**src/rtl/reduce_gate_pipe.sv**
```systemverilog
// Pipelined N_IN-word bitwise reduction (OR/AND/XOR and inversions) through a registered
// 2-input gate tree, with op/acc_en carried alongside the data and a sticky OR accumulator.
module reduce_gate_pipe #(
  parameter int N_IN  = 4,
  parameter int WIDTH = 8
) (
  input  logic                    clk,
  input  logic                    rst,
  input  logic                    in_valid,
  input  logic [2:0]              op,
  input  logic                    acc_en,
  input  logic [N_IN*WIDTH-1:0]   a,
  input  logic                    acc_clr,
  output logic [WIDTH-1:0]        y,
  output logic                    out_valid,
  output logic                    op_err,
  output logic [WIDTH-1:0]        acc_out,
  output logic                    acc_hit
);

  localparam int L = $clog2(N_IN);

  // Node count at tree level k; odd counts leave one node to pass through unpaired.
  function automatic int nodesAt(input int k);
    int n;
    n = N_IN;
    for (int i = 0; i < k; i++) n = (n + 1) / 2;
    return n;
  endfunction

  function automatic logic [WIDTH-1:0] baseOp(input logic [WIDTH-1:0] x,
                                              input logic [WIDTH-1:0] z,
                                              input logic [2:0]       sel);
    logic [WIDTH-1:0] res;
    case (sel)
      3'b001, 3'b100: res = x & z;
      3'b010, 3'b101: res = x ^ z;
      default:        res = x | z;
    endcase
    return res;
  endfunction

  // Level 0 is the raw input; levels 1..L-1 are registered here, level L is the output stage.
  for (genvar k = 0; k < L; k++) begin : g_lvl
    localparam int NK = nodesAt(k);
    logic [WIDTH-1:0] w_node [NK];
    logic [2:0]       w_op;
    logic             w_accEn;
    logic             w_vld;

    if (k == 0) begin : g_in
      for (genvar i = 0; i < NK; i++) begin : g_w
        assign w_node[i] = a[i*WIDTH +: WIDTH];
      end
      assign w_op    = op;
      assign w_accEn = acc_en;
      assign w_vld   = in_valid;
    end else begin : g_reg
      localparam int NP = nodesAt(k - 1);
      logic [2:0] r_op;
      logic       r_accEn;
      logic       r_vld;

      for (genvar i = 0; i < NK; i++) begin : g_n
        logic [WIDTH-1:0] r_node;
        if (2*i + 1 < NP) begin : g_pair
          always_ff @(posedge clk or posedge rst) begin
            if (rst) r_node <= '0;
            else     r_node <= baseOp(g_lvl[k-1].w_node[2*i], g_lvl[k-1].w_node[2*i+1],
                                      g_lvl[k-1].w_op);
          end
        end else begin : g_pass
          always_ff @(posedge clk or posedge rst) begin
            if (rst) r_node <= '0;
            else     r_node <= g_lvl[k-1].w_node[2*i];
          end
        end
        assign w_node[i] = r_node;
      end

      always_ff @(posedge clk or posedge rst) begin
        if (rst) begin
          r_op    <= 3'b000;
          r_accEn <= 1'b0;
          r_vld   <= 1'b0;
        end else begin
          r_op    <= g_lvl[k-1].w_op;
          r_accEn <= g_lvl[k-1].w_accEn;
          r_vld   <= g_lvl[k-1].w_vld;
        end
      end

      assign w_op    = r_op;
      assign w_accEn = r_accEn;
      assign w_vld   = r_vld;
    end
  end

  logic [2:0]       w_lastOp;
  logic             w_lastVld;
  logic             w_reserved;
  logic             w_invert;
  logic             w_qual;
  logic [WIDTH-1:0] w_tree;
  logic [WIDTH-1:0] w_yNew;
  logic [WIDTH-1:0] w_accNext;

  logic [WIDTH-1:0] r_y;
  logic             r_outValid;
  logic             r_opErr;
  logic [WIDTH-1:0] r_acc;
  logic             r_accHit;

  // The last level always holds exactly two nodes; the accumulator sees the value entering y.
  always_comb begin
    w_lastOp   = g_lvl[L-1].w_op;
    w_lastVld  = g_lvl[L-1].w_vld;
    w_reserved = w_lastOp[2] & w_lastOp[1];
    w_invert   = (w_lastOp == 3'b011) || (w_lastOp == 3'b100) || (w_lastOp == 3'b101);
    w_tree     = baseOp(g_lvl[L-1].w_node[0], g_lvl[L-1].w_node[1], w_lastOp);
    w_yNew     = w_tree;
    if (w_reserved)    w_yNew = '0;
    else if (w_invert) w_yNew = ~w_tree;
    w_qual     = w_lastVld & g_lvl[L-1].w_accEn & ~w_reserved;
    w_accNext  = r_acc;
    if (acc_clr && w_qual) w_accNext = w_yNew;
    else if (acc_clr)      w_accNext = '0;
    else if (w_qual)       w_accNext = r_acc | w_yNew;
  end

  always_ff @(posedge clk or posedge rst) begin
    if (rst) begin
      r_y        <= '0;
      r_outValid <= 1'b0;
      r_opErr    <= 1'b0;
      r_acc      <= '0;
      r_accHit   <= 1'b0;
    end else begin
      r_outValid <= w_lastVld;
      r_opErr    <= w_lastVld & w_reserved;
      if (w_lastVld) r_y <= w_yNew;
      r_acc      <= w_accNext;
      r_accHit   <= |w_accNext;
    end
  end

  assign y         = r_y;
  assign out_valid = r_outValid;
  assign op_err    = r_opErr;
  assign acc_out   = r_acc;
  assign acc_hit   = r_accHit;

endmodule

```
**config.mk**
```make
export PLATFORM = sky130hd
export DESIGN_NAME = reduce_gate_pipe
export DESIGN_NICKNAME = d
export VERILOG_FILES = /design/src/rtl/reduce_gate_pipe.sv
export SDC_FILE = /design/constraint.sdc
export NUM_CORES = 1
export LEC_CHECK = 0
export CORE_MARGIN = 2
export CORE_UTILIZATION = 50
export CTS_CLUSTER_DIAMETER = 40
export DETAILED_ROUTE_END_ITERATION = 6
export HOLD_SLACK_MARGIN = 0.06
export PLACE_DENSITY = 0.79
export SLEW_MARGIN = 20
export SYNTH_ARGS = -nofsm -noshare
export SYNTH_HDL_FRONTEND = slang
export SYNTH_SLANG_ARGS = --single-unit
```
**constraint.sdc**
```tcl
create_clock -name clk -period 3.4 [get_ports clk]
set_clock_uncertainty 0.1 [all_clocks]
set_input_delay 0.68 -clock clk [delete_from_list [all_inputs] [get_ports clk]]
set_output_delay 0.68 -clock clk [all_outputs]
set_load 0.02 [all_outputs]
```
# Word level (Yosys, flattened, before mapping)
# Index checks and enable logic that the tools add are counted.
totals:
  romBits: 0
  input_bits: 40
  ram_bits: 0
  ff_bits: 40
  out_inout_bits: 19
  n_memories: 0
  latchBits: 0
classes:
  bitwise_logic: 16
  order_cmp: 0
  reduce_logical: 8
  muxes: 8
  div_mod_pow: 0
  n_shift: 0
  n_addsub: 0
  mul: 0
  eq_ne: 9
ops:
  columns: ["op", "count"]
  rows:
  - ["$pmux W8 S2", 3]
  - ["$mux W8", 5]
  - ["$or A8 B8 Y8", 4]
  - ["$and A8 B8 Y8", 3]
  - ["$xor A8 B8 Y8", 3]
  - ["$eq A3 B3 Y1 const B", 4]
  - ["$eq A3 B2 Y1 const B", 3]
  - ["$not A8 Y8", 1]
  - ["$reduce_or A2 Y1", 4]
  - ["$reduce_or A8 Y1", 1]
  - ["$eq A3 B1 Y1 const B", 2]
  - ["$and A1 B1 Y1", 4]
  - ["$logic_or A1 B1 Y1", 2]
  - ["$logic_and A1 B1 Y1", 1]
  - ["$not A1 Y1", 1]

# Depth between registers and ports, before layout
logic_depth:
  word_depth: 11
  ltp_mapped: 8

# Least setup slack after synthesis
# Ideal clock, no wire load.
synth_path:
  kind: "register -> register"
  from: "reg g_lvl[1].g_reg.g_n[0].r_node[4]"
  to: "reg r_accHit, in the netlist acc_hit"
  required_time_ns: 3.171
  setup_time_ns: 0.129
  path_slack_ns: 1.313
  stages_incl_launch_ff: 8
  t_arrival_ns: 1.859
  period_less_slack_ns: 2.087
  path_cell_list: "dfrtp_1 -> inv_1 -> ha_1 -> mux2_4 -> a221oi_4 -> and2_1 -> nand4b_1 -> a2111o_1"
synth_via:
  elab_chain_cells: 10
  word_cells_on_any_way: 12
  cone_classes: "6 x mux; 5 x bitwise; 1 x reduce/logical"
synth_lines:
  columns: ["item", "line", "rtl"]
  rows:
  - ["from (decl)", "65", "logic [WIDTH-1:0] r_node;"]
  - ["from (signal assigned)", "69", "else r_node <= baseOp(g_lvl[k-1].w_node[2*i], g_lvl[k-1].w_node[2*i+1],"]
  - ["$or A8 B8 Y8 (tied with other cells)", "38", "default: res = x | z;"]
  - ["$pmux W8 S2 (*)", "35", "case (sel)"]
  - ["$not A8 Y8", "123", "else if (w_invert) w_yNew = ~w_tree;"]
  - ["$mux W8 (*)", "123", null]
  - ["$mux W8 (*)", "122", "if (w_reserved) w_yNew = '0;"]
  - ["$or A8 B8 Y8", "128", "else if (w_qual) w_accNext = r_acc | w_yNew;"]
  - ["$mux W8", "128", null]
  - ["$mux W8", "127", "else if (acc_clr) w_accNext = '0;"]
  - ["$mux W8 (*)", "126", "if (acc_clr && w_qual) w_accNext = w_yNew;"]
  - ["$reduce_or A8 Y1 (*)", "143", "r_accHit <= |w_accNext;"]
  - ["to (signal assigned)", "143", null]
  - ["to (decl)", "112", "logic r_accHit;"]
# Mark *: on every way between the ends. The rest lies on a longest branch, timed or not.
# A chain may end at the register's enable or synchronous reset.

# Worst setup path in the final report
layout_path:
  from: "reg g_lvl[1].g_reg.r_op[2]"
  to: "reg r_accHit, in the netlist acc_hit"
layout_via:
  elab_chain_cells: 11
  word_cells_on_any_way: 22
  cone_classes: "5 x eq/ne; 6 x mux; 5 x bitwise; 6 x reduce/logical"
layout_lines:
  columns: ["item", "line", "rtl"]
  rows:
  - ["from (decl)", "60", "logic [2:0] r_op;"]
  - ["from (signal assigned)", "87", "r_op <= g_lvl[k-1].w_op;"]
  - ["$eq A3 B3 Y1 (tied with other cells)", "35, 119", null]
  - ["$reduce_or A2 Y1", "35", null]
  - ["$pmux W8 S2", "35", null]
  - ["$not A8 Y8", "123", null]
  - ["$mux W8", "123", null]
  - ["$mux W8", "122", null]
  - ["$or A8 B8 Y8", "128", null]
  - ["$mux W8", "128", null]
  - ["$mux W8", "127", null]
  - ["$mux W8 (*)", "126", null]
  - ["$reduce_or A8 Y1 (*)", "143", null]
# Marked as above.

==> reports/results.txt <==
The first global-routing pass estimated 11,400 um of wire. The proportion of layout cells with a drive suffix above 1 was 0.0506; the buffer levels on the longest clock path was 2. Routability-driven placement finished with a final weighted congestion of 0.800. Relative to the synthesized area, the layout overhead comes to 21.0%. Number of distinct standard cells referenced by the synthesized netlist: 51. In this run the most critical hold path is launched from y[5]. The die is 84.9 um tall. The number of buffers inserted during clock tree synthesis was 5. The mux contribution to synthesized area came out at 0.0467. For this run, the leading register cell type out of synthesis is sky130_fd_sc_hd__dfrtp_1.

The floorplan step defined a die boundary enclosing 7200 um2. For the final number of hold-violating endpoints, the log shows 0. The detail route stage leaves a number of antenna-violating nets equal to 0. The floorplan has 29 rows. For this design the static power due to leakage is 1.87 nW. In this design, the stage delay of the slowest critical-path cell is 0.82 ns.

The number of diodes was 0. Timing would allow up to 0.382 GHz. The commonest non-fill, non-tap cell in the layout is sky130_fd_sc_hd__clkdlybuf4s50_1. The count of maximum capacitance violations was 0. Mean instance size in the synthesized netlist: 8.45 um2. The tools report the post-CTS setup repair buffer count as 0.

The flow ran to the end, and the final reports show no timing, DRC or antenna violations. The logs give 2,702 for the via count of the first global-routing pass and 523 for the total number of nets in the final design. In the final layout, the multi-input gates occupy 1950 um2. The source-to-sink clock delay at the later pin of the worst-skew pair came out at 0.29 ns. Synthesized-area fraction occupied by xor and xnor cells: 0.00268. The post-synthesis adder-cell area fraction was 0.184; the peak supply drop was 0.321 mV. In this run the worst path has a maximum fanout of 24.

Entering global routing, the biggest net connects 36 pins. Type of element capturing the critical path: a flip-flop. The share of synthesized registers carrying an async set or reset is 1.00.

During I/O placement, the number of pins put on the boundary was 59. The number of setup violations in the final report is 0. The logs give 0.193 for the global-route usage over all layers and 1000 um2 for the area taken by flip-flops and latches. For this run, the number of standard cells in the final layout without fillers is 512. The signal on the critical path passes through inv_2 -> a2111oi_0 -> a221o_1 -> nand4b_1 -> a2111o_1. The depth of the worst hold-timing path is 1.

The number of cells on the critical path was 5; the slew at the pin with the worst max-slew slack was 0.783 ns. Library cell used as clock root buffer: sky130_fd_sc_hd__clkbuf_8. The required time at the endpoint of the critical path is 3.47 ns.

The sum of buffers and inverters on the critical path came out at 1. Port buffering added 58 buffers. Placed instance area: 3880 um2.

The tools report the critical path launch point type as a flip-flop. The final routed DRC violation total is 0. The flip-flop and latch count after synthesis was 40; the share of the cycle needed by the critical path after routing was 0.771. The number of cells in the design after placement was 505; the share of the synthesized area in compound gates (AO/OA/AOI/OAI) was 0.217. Counting every sink on the clock net gives 40. Summing all non-filler instances in the final layout gives an area of 3960 um2. By area, the combinational part of the netlist is dominated by compound AO/OA/AOI/OAI gates. The power per standard cell area came out at 345 nW/um2. The slowest stage of the critical path belongs to the cell sky130_fd_sc_hd__dfrtp_1. The cell type with the highest aggregate area in the netlist was sky130_fd_sc_hd__dfrtp_1.

The number of levels in the clock H-tree is 2. The critical path is of the reg2reg type. The detailed-route wire length per cell is 12.8 um, and the basic-gate share of the synthesized area counting and, or, nand and nor cells is 0.145. In this run the worst hold path is classified as reg2reg. The launching point of the worst reg2reg path was g_lvl[1].g_reg.r_op[2]. The run gives 4 as the detailed-router iteration count before antenna repair.

TritonCTS built the clock tree. For the overall power consumption, the log shows 1.37 mW. The synthesized netlist occupies a cell area of 3270 um2. OpenSTA, run right after detailed placement, puts the worst setup slack at 0.697 ns. The sequential cell area fraction in the yosys report was 0.306; the area share of the largest cell type after synthesis was 0.306. The worst register-to-register path has a setup slack of 0.78 ns. The number of antenna violations at the first check in global routing was 0. The worst path meets setup with 0.779 ns of slack.

The critical path starts at g_lvl[1].g_reg.r_op[2]. The HPWL after detailed placement is 5180 um. For this run the aggregate overflow at the end of global routing stands at 0. Clock-pin slew was measured on the worst setup and hold paths at 0.07 ns. For the worst setup path, the data arrival time is 2.69 ns. Measured along the x axis, the die boundary spans 84.9 um. The tools report the number of fillers in the final layout as 540. Leaving out fill and tap cells, the most frequent cells in the layout are sky130_fd_sc_hd__clkdlybuf4s50_1, sky130_fd_sc_hd__inv_1, sky130_fd_sc_hd__ha_1. In this run, post-CTS repair resized a total of 0 instances.

The max-slew violation count was 0. The smallest clock period supported by the final layout is computed as 2.62 ns. Buffers inserted to repair hold after CTS numbered 0. The final layout contains routed wiring with a total length of 6530 um. For the total nets after synthesis, the log shows 475. The total area inside the core boundary comes to 6350 um2. The run gives 0.515 as the starting density of the core.

Sorting the synthesized cells by area gives the leading types as sky130_fd_sc_hd__dfrtp_1, sky130_fd_sc_hd__ha_1, sky130_fd_sc_hd__inv_1. In this run, synthesis inferred 0 flip-flops with an integrated enable. After the first detailed-routing iteration, the DRC count stood at 152. After detailed routing, the number of vias per cell comes to 5.54.

The logs give 0.477 for the headroom to the max-slew limit and 0 for the total number of yosys warnings. On the final layout, the worst hold slack is 0.415 ns. Adding up every negative setup slack in the final design gives 0 ns. Final design utilization: 0.623. The kind of cell with the highest combined delay along the critical path is compound AO/OA/AOI/OAI gates.

The logic depth of the worst register-to-register path came out at 5. Synthesis handed over a netlist of 387 instances. Setup repair after global routing left no endpoint under its margin. Routed via count: 2,838.
routing by layer:
| layer | global-route usage | routed length (um) | part of all wire |
|---|---|---|---|
| met3 | 0.0467 | 300 | 0.046 |
| met4 | 0.0606 | 89 | 0.014 |
| met5 | 0 | 0 | 0 |
| met1 | 0.240 | 2910 | 0.45 |
| met2 | 0.331 | 3230 | 0.49 |
area by class of cell:
| cell class | count | area share |
|---|---|---|
| clock inverter | 1 | 0.00126 |
| sequential | 40 | 0.253 |
| timing repair buffer | 63 | 0.156 |
| clock buffer | 6 | 0.0183 |
| tap | 77 | 0.0243 |
| inverter | 58 | 0.0550 |
| multi-input combinational | 267 | 0.492 |
worst paths after layout:
kind | endpoint
setup / recovery | acc_hit
hold / removal | y[5]
setup reg to reg | acc_hit
hold reg to reg | y[5]
max in group asynchronous | g_lvl[1].g_reg.g_n[0].r_node[1]
min in group asynchronous | out_valid
cells in the mapped netlist (all sizes together), types with 2 or more instances:
cell and n:
buf 7, nand2b 3, o2bb2ai 3, o211ai 15, and3 2, o21ai 31
nand3 3, o22ai 6, nand3b 2, or2 3, clkbuf 15, and2 2
nor3b 4, o221ai 2, a221oi 12, inv 58, a21oi 17, o2111ai 4
o311ai 2, nor2 25, nor2b 11, dfrtp 40, mux2 7, ha 48
nor3 6, nand2 37, mux2i 7, a211oi 3
flip-flops by register name (all words and copies together), names as in the netlist:
name	flops
acc_hit	1
acc_out	8
y	8
op_err	1
out_valid	1
g_lvl.g_reg.g_n.r_node	16
g_lvl.g_reg.r_accEn	1
g_lvl.g_reg.r_vld	1
g_lvl.g_reg.r_op	3
kinds of logic after synthesis:
logic type	after synthesis
AO/OA/AOI/OAI	103
XOR/XNOR	1
adder cells (fa/ha/maj)	48
buffers and inverters	80
flip-flops	40
multiplexers	14
AND/OR/NAND/NOR	101
worst register-to-register path, stage by stage (launching register included):
cell	delay [ns]
sky130_fd_sc_hd__dfrtp_1	0.82
sky130_fd_sc_hd__inv_2	0.23
sky130_fd_sc_hd__a2111oi_0	0.53
sky130_fd_sc_hd__a221o_1	0.27
sky130_fd_sc_hd__nand4b_1	0.12
sky130_fd_sc_hd__a2111o_1	0.43
report_power, final:
group	switching [mW]	leakage, nW	total, mW	internal [mW]
registers	0.0445	0.485	0.577	0.533
clock network	0.149	0.0410	0.288	0.139
logic	0.256	1.34	0.500	0.244
Power figures use the tool's default switching activity.
